`src/rtl/pipo_arb_pkg.sv`:
```
// Shared constants and types for the round-robin PIPO arbiter.
// Default sizes, FSM encoding and the request-wide zero word.
package pipo_arb_pkg;

  localparam int WIDTH_D = 4;
  localparam int NREQ_D  = 4;
  localparam int CNTW_D  = 8;

  typedef enum logic {
    ST_IDLE = 1'b0,
    ST_FULL = 1'b1
  } state_t;

  localparam logic [NREQ_D-1:0] REQ_ZERO = '0;

endpackage

```
`src/rtl/pipo_rr_arbiter_rr_pick.sv`:
```
// Combinational round-robin picker.
// Rotates elig past last, takes the lowest set bit, rotates back.
import pipo_arb_pkg::*;

module rr_pick #(
  parameter int NREQ = NREQ_D,
  parameter int LW   = $clog2(NREQ)
) (
  input  logic [NREQ-1:0] elig,
  input  logic [LW-1:0]   last,
  output logic            any,
  output logic [LW-1:0]   winner,
  output logic [NREQ-1:0] onehot
);

  logic [2*NREQ-1:0] dbl;
  logic [NREQ-1:0]   rot;
  logic [LW-1:0]     off;
  logic [LW:0]       sum;

  assign dbl = {elig, elig};
  assign rot = dbl[({1'b0, last} + 1'b1) +: NREQ];
  assign any = |rot;

  // lowest set bit of the rotated vector is the next in turn
  always_comb begin
    off = '0;
    for (int k = NREQ - 1; k >= 0; k--) begin
      if (rot[k]) off = LW'(k);
    end
  end

  // map the rotated offset back to a requester index
  always_comb begin
    sum = {1'b0, last} + {1'b0, off} + (LW+1)'(1);
    if (sum >= (LW+1)'(NREQ)) sum = sum - (LW+1)'(NREQ);
    winner = sum[LW-1:0];
    onehot = '0;
    if (any) onehot[winner] = 1'b1;
  end

endmodule

```
`src/rtl/pipo_rr_arbiter.sv`:
```
// Round-robin sharing of one PIPO holding register.
// Winner's word is loaded and offered with valid/ready.
import pipo_arb_pkg::*;

module pipo_rr_arbiter #(
  parameter int WIDTH = WIDTH_D,
  parameter int NREQ  = NREQ_D,
  parameter int CNTW  = CNTW_D
) (
  input  logic                  clk,
  input  logic                  rst,
  input  logic [NREQ-1:0]       req,
  input  logic [NREQ*WIDTH-1:0] pi_bus,
  output logic [NREQ-1:0]       gnt,
  output logic [WIDTH-1:0]      po,
  output logic                  po_valid,
  input  logic                  po_ready,
  output logic                  busy,
  output logic [CNTW-1:0]       xfer_cnt
);

  localparam int LW = $clog2(NREQ);

  state_t          state, state_n;
  logic [LW-1:0]   last, winner;
  logic [NREQ-1:0] elig, onehot;
  logic            any, load, xfer;

  assign elig = req & ~gnt;

  rr_pick #(
    .NREQ(NREQ),
    .LW  (LW)
  ) u_pick (
    .elig  (elig),
    .last  (last),
    .any   (any),
    .winner(winner),
    .onehot(onehot)
  );

  // state register
  always_ff @(posedge clk) begin
    if (rst) state <= ST_IDLE;
    else     state <= state_n;
  end

  // next state, load and handshake decode
  always_comb begin
    state_n = state;
    load    = 1'b0;
    xfer    = 1'b0;
    unique case (state)
      ST_IDLE: begin
        if (any) begin
          load    = 1'b1;
          state_n = ST_FULL;
        end
      end
      ST_FULL: begin
        if (po_ready) begin
          xfer = 1'b1;
          if (any) load    = 1'b1;
          else     state_n = ST_IDLE;
        end
      end
      default: state_n = ST_IDLE;
    endcase
  end

  // outputs derived from the registered state
  always_comb begin
    po_valid = (state == ST_FULL);
    busy     = po_valid;
  end

  // grant pulse, data register, pointer and transfer counter
  always_ff @(posedge clk) begin
    if (rst) begin
      gnt      <= NREQ'(REQ_ZERO);
      po       <= '0;
      last     <= LW'(NREQ - 1);
      xfer_cnt <= '0;
    end else begin
      gnt <= load ? onehot : '0;
      if (load) begin
        po   <= pi_bus[int'(winner)*WIDTH +: WIDTH];
        last <= winner;
      end
      if (xfer) xfer_cnt <= xfer_cnt + CNTW'(1);
    end
  end

endmodule

```
`config.mk`:
```
export PLATFORM = sky130hd
export DESIGN_NAME = pipo_rr_arbiter
export DESIGN_NICKNAME = d
export VERILOG_FILES = /design/src/rtl/pipo_arb_pkg.sv /design/src/rtl/pipo_rr_arbiter_rr_pick.sv /design/src/rtl/pipo_rr_arbiter.sv
export SDC_FILE = /design/constraint.sdc
export NUM_CORES = 1
export LEC_CHECK = 0
export BUFFER_PORTS_ARGS = -buffer_cell sky130_fd_sc_hd__clkbuf_2
export CORE_MARGIN = 2
export CORE_UTILIZATION = 49
export DETAILED_ROUTE_END_ITERATION = 8
export PLACE_DENSITY_LB_ADDON = 0.25
export SLEW_MARGIN = 10
export SYNTH_ARGS = -nofsm -noshare
export SYNTH_HDL_FRONTEND = slang
export SYNTH_SLANG_ARGS = --single-unit
export TNS_END_PERCENT = 100
```
`constraint.sdc`:
```
create_clock -name clk -period 3.88 [get_ports clk]
set_clock_uncertainty 0.2 [all_clocks]
set_input_delay 0.388 -clock clk [delete_from_list [all_inputs] [get_ports clk]]
set_output_delay 0.388 -clock clk [all_outputs]
set_load 0.03 [all_outputs]
```
==> flow_metrics.py <==
metrics = {
    "clock_network": {
        "cts_resized": 0,
        "hold_buffers": 0,
        "cts-root-buf": "clkbuf_4",
        "clock_latency_ps": 310,
        "post-cts-setup-buffer-count": 0,
        "clk_pin_slew_ps": 120,
        "tritoncts": "built",
        "cts_buffers": 3,
        "clkSinkCount": 19,
        "clk_path_buf_depth": 2,
        "htreeDepth": 1,
    },
    "pwr": {
        "pwr-share-seq_pct": 27.2,
        "p_leak_nw": 0.634,
        "sw_frac_of_total_pct": 47.6,
        "p_per_area_nw_per_um2": 774,
        "power_frac_clock_pct": 10.0,
        "internal-power_uw": 561,
        "ir_drop_mv": 0.513,
        "p_total_mw": 1.07,
        "switchingPower_uw": 509,
        "combPwrFrac_pct": 62.8,
    },
    "floorplanning": {
        "initial_core_util_pct": 51.9,
        "die_w_um": 52.6,
        "core_um2": 2230,
        "die_area_um2": 2770,
        "fp.dieH_um": 52.6,
        "boundaryPins": 41,
        "row_count": 17,
    },
    "placed_design": {
        "post-place-ws_ps": 753,
        "gp_congestion": 0.838,
        "numPortBuffers": 40,
        "place_area_um2": 1360,
        "hpwl_um": 2010,
        "placedCellCount": 196,
    },
    "synthesis": {
        "synth_top_area_share_pct": 32.8,
        "syn_area_um2": 1160,
        "synth_edf_count": 0,
        "ys.flop_type": "dfxtp_1",
        "ys_seq_elements": 19,
        "syn_inst": 135,
        "synthArstFlopShare_pct": 0,
        "avgSynthCellArea_um2": 8.58,
        "synth.distinct_cells": 41,
        "synth_most_common_cell": "dfxtp_1",
        "synth_warnings": 0,
        "syn-num-nets": 160,
        "synth_top_area_cell": "dfxtp_1",
        "ys_top_cells_by_count": "dfxtp_1 (19), nor2_1 (15), mux2i_1 (8), a31oi_1 (7)",
        "seq_area_frac_synth_pct": 32.8,
        "synthTopCellsByArea": "dfxtp_1 (33%), mux2i_1 (6.9%), nor2_1 (4.9%)",
    },
    "setup_path": {
        "worstReg2RegEnd": "po[1]$_SDFFE_PP0P_",
        "arrival_ps": 3200,
        "cpMostUsedCell": "o21ai_0",
        "reg2reg_from": "last[0]$_SDFFE_PP1P_",
        "crit_chain": "nand3b_1 > o21ai_0 > o21ai_0 > a221oi_1 > a31oi_1 > ha_1 > nand2b_1 > nor4b_1 > nor4_2 > and3_1 > a221o_1",
        "worstSetupPathType": "register to register",
        "worstSetupEndpointType": "register",
        "reg2reg_slack_ps": 700,
        "cp_max_fo": 12,
        "cp_slowest_cell": "dfxtp_1",
        "r2r_cells": 11,
        "slowest_delay_ps": 550,
        "crit_path_start_kind": "register",
        "worstPathRequired_ps": 3900,
    },
    "timing": {
        "worst_slew_pin_slew_ps": 892,
        "rsz0062_at_grt": "no",
        "worst_slack_ps": 700,
        "period_needed_ps": 3180,
        "hold_ws_ps": 164,
        "final_hold_viol_count": 0,
        "setup_viol": 0,
        "final.setup.tns_ps": 0,
        "slew_viol_final": 0,
        "fin_crit_sh_pct": 82.0,
        "relSlewSlack_pct": 40.2,
        "fmax_mhz": 314,
    },
    "grt": {
        "grt_overflow": 0,
        "grt_max_degree": 26,
        "grt_pass1_wl_um": 4200,
        "grtUsageTotal_pct": 20.7,
        "grt_pass1_vias": 1002,
        "antenna_found_initial": 0,
    },
    "layout": {
        "area_growth_syn_to_layout_pct": 19.3,
        "final_cells": 200,
        "antenna_cells": 0,
        "drive_above_1_share_pct": 29.1,
        "final_core_util_pct": 61.9,
        "nets": 198,
        "nFillCells": 212,
        "final_cell_area_um2": 1380,
    },
    "run_status": {
        "status": "finished clean",
    },
    "worst_hold_path": {
        "min_from": "po_ready",
        "whs_endpoint": "xfer_cnt[1]$_SDFFE_PP0P_",
        "holdPathStages": 3,
        "holdCritPathClass": "input port to register",
    },
    "run": {
        "cap_violations": 0,
    },
    "detailed_routing": {
        "finalWirelength_um": 2620,
        "antenna_left": 0,
        "drc": 0,
        "dr.pass1.iters": 4,
        "drt_iter0_drc": 30,
        "vias": 1109,
        "vias_per_cell": 5.55,
        "wire_per_inst_um": 13.1,
    },
}
[sequential cells by signal (all words and copies together), names as in the netlist]
name,cells
gnt,4
busy,1
xfer_cnt,8
last,2
po,4
[power groups by stage]
stage | Clock, mW | Combinational (mW) | Sequential (mW)
finish | 0.107 | 0.672 | 0.291
global route | 0.119 | 0.729 | 0.299
detailed placement | 0 | 0.670 | 0.294
global placement | 0 | 0.649 | 0.293
CTS | 0.109 | 0.673 | 0.290
floorplan | 0 | 0.510 | 0.346
[placed cells by master (no fill, tap or decap), types with 2 or more instances in the layout]
master / instances
inv_1: 6
a31oi_1: 7
nor3b_1: 2
ha_1: 2
nor2b_1: 6
or3b_4: 2
nor3_1: 4
o211ai_1: 4
and3b_1: 2
nor2_1: 15
xnor2_1: 2
o21ai_0: 4
nand3b_1: 2
xor2_1: 4
nand2b_1: 5
a21oi_1: 4
dfxtp_1: 19
a211o_1: 2
and3_1: 2
nor4b_1: 2
nand2_1: 3
a221o_1: 4
nand3_1: 5
clkbuf_4: 3
clkbuf_2: 40
mux2i_1: 8
[kinds of logic after synthesis]
group                      synth area share, %
and+or+nand+nor                           32.3
AOI/OAI and AO/OA                         16.0
DFF                                       32.8
buffers and inverters                     5.29
muxes                                     6.91
xor gates and xnor gates                  4.54
adders and majority gates                 2.16
[worst max path at each step]
stage,startpoint,endpoint,slack (ps)
3_5_place_dp,last[0]$_SDFFE_PP1P_,po[3]$_SDFFE_PP0P_,750
3_3_place_gp,req[2],gnt[0]$_SDFF_PP0_,900
4_1_cts,last[0]$_SDFFE_PP1P_,po[1]$_SDFFE_PP0P_,720
5_1_grt,last[0]$_SDFFE_PP1P_,gnt[0]$_SDFF_PP0_,430
2_1_floorplan,gnt[2]$_SDFF_PP0_,po[0]$_SDFFE_PP0P_,970
6_report,last[0]$_SDFFE_PP1P_,po[1]$_SDFFE_PP0P_,700
[per-layer routing]
layer	global-route usage, %	wire length, µm	up-vias
met5	0	0	-
met4	8.97	46	0
met3	2.57	133	5
met2	34.0	1190	42
met1	27.0	1250	498
li1	-	-	564
[critical path, delay by kind of cell, from the launching register on]
family / cells / cell delay (ps)
flops: 1 / 550
simple gates: 5 / 1170
fa+ha+maj: 1 / 220
compound gates: 5 / 950
[cell type report]
cell class / instances / area (µm²) / area share, %
well taps: 28 / 35.0 / 2.53
inverters: 6 / 22.5 / 1.63
repair buffers: 40 / 200 / 14.5
flip-flops and latches: 19 / 380 / 27.5
clock inverters: 1 / 5.00 / 0.362
clock buffers: 3 / 22.5 / 1.63
multi-input cells: 103 / 717 / 51.9
No activity file was read; power rests on OpenSTA's default activity.
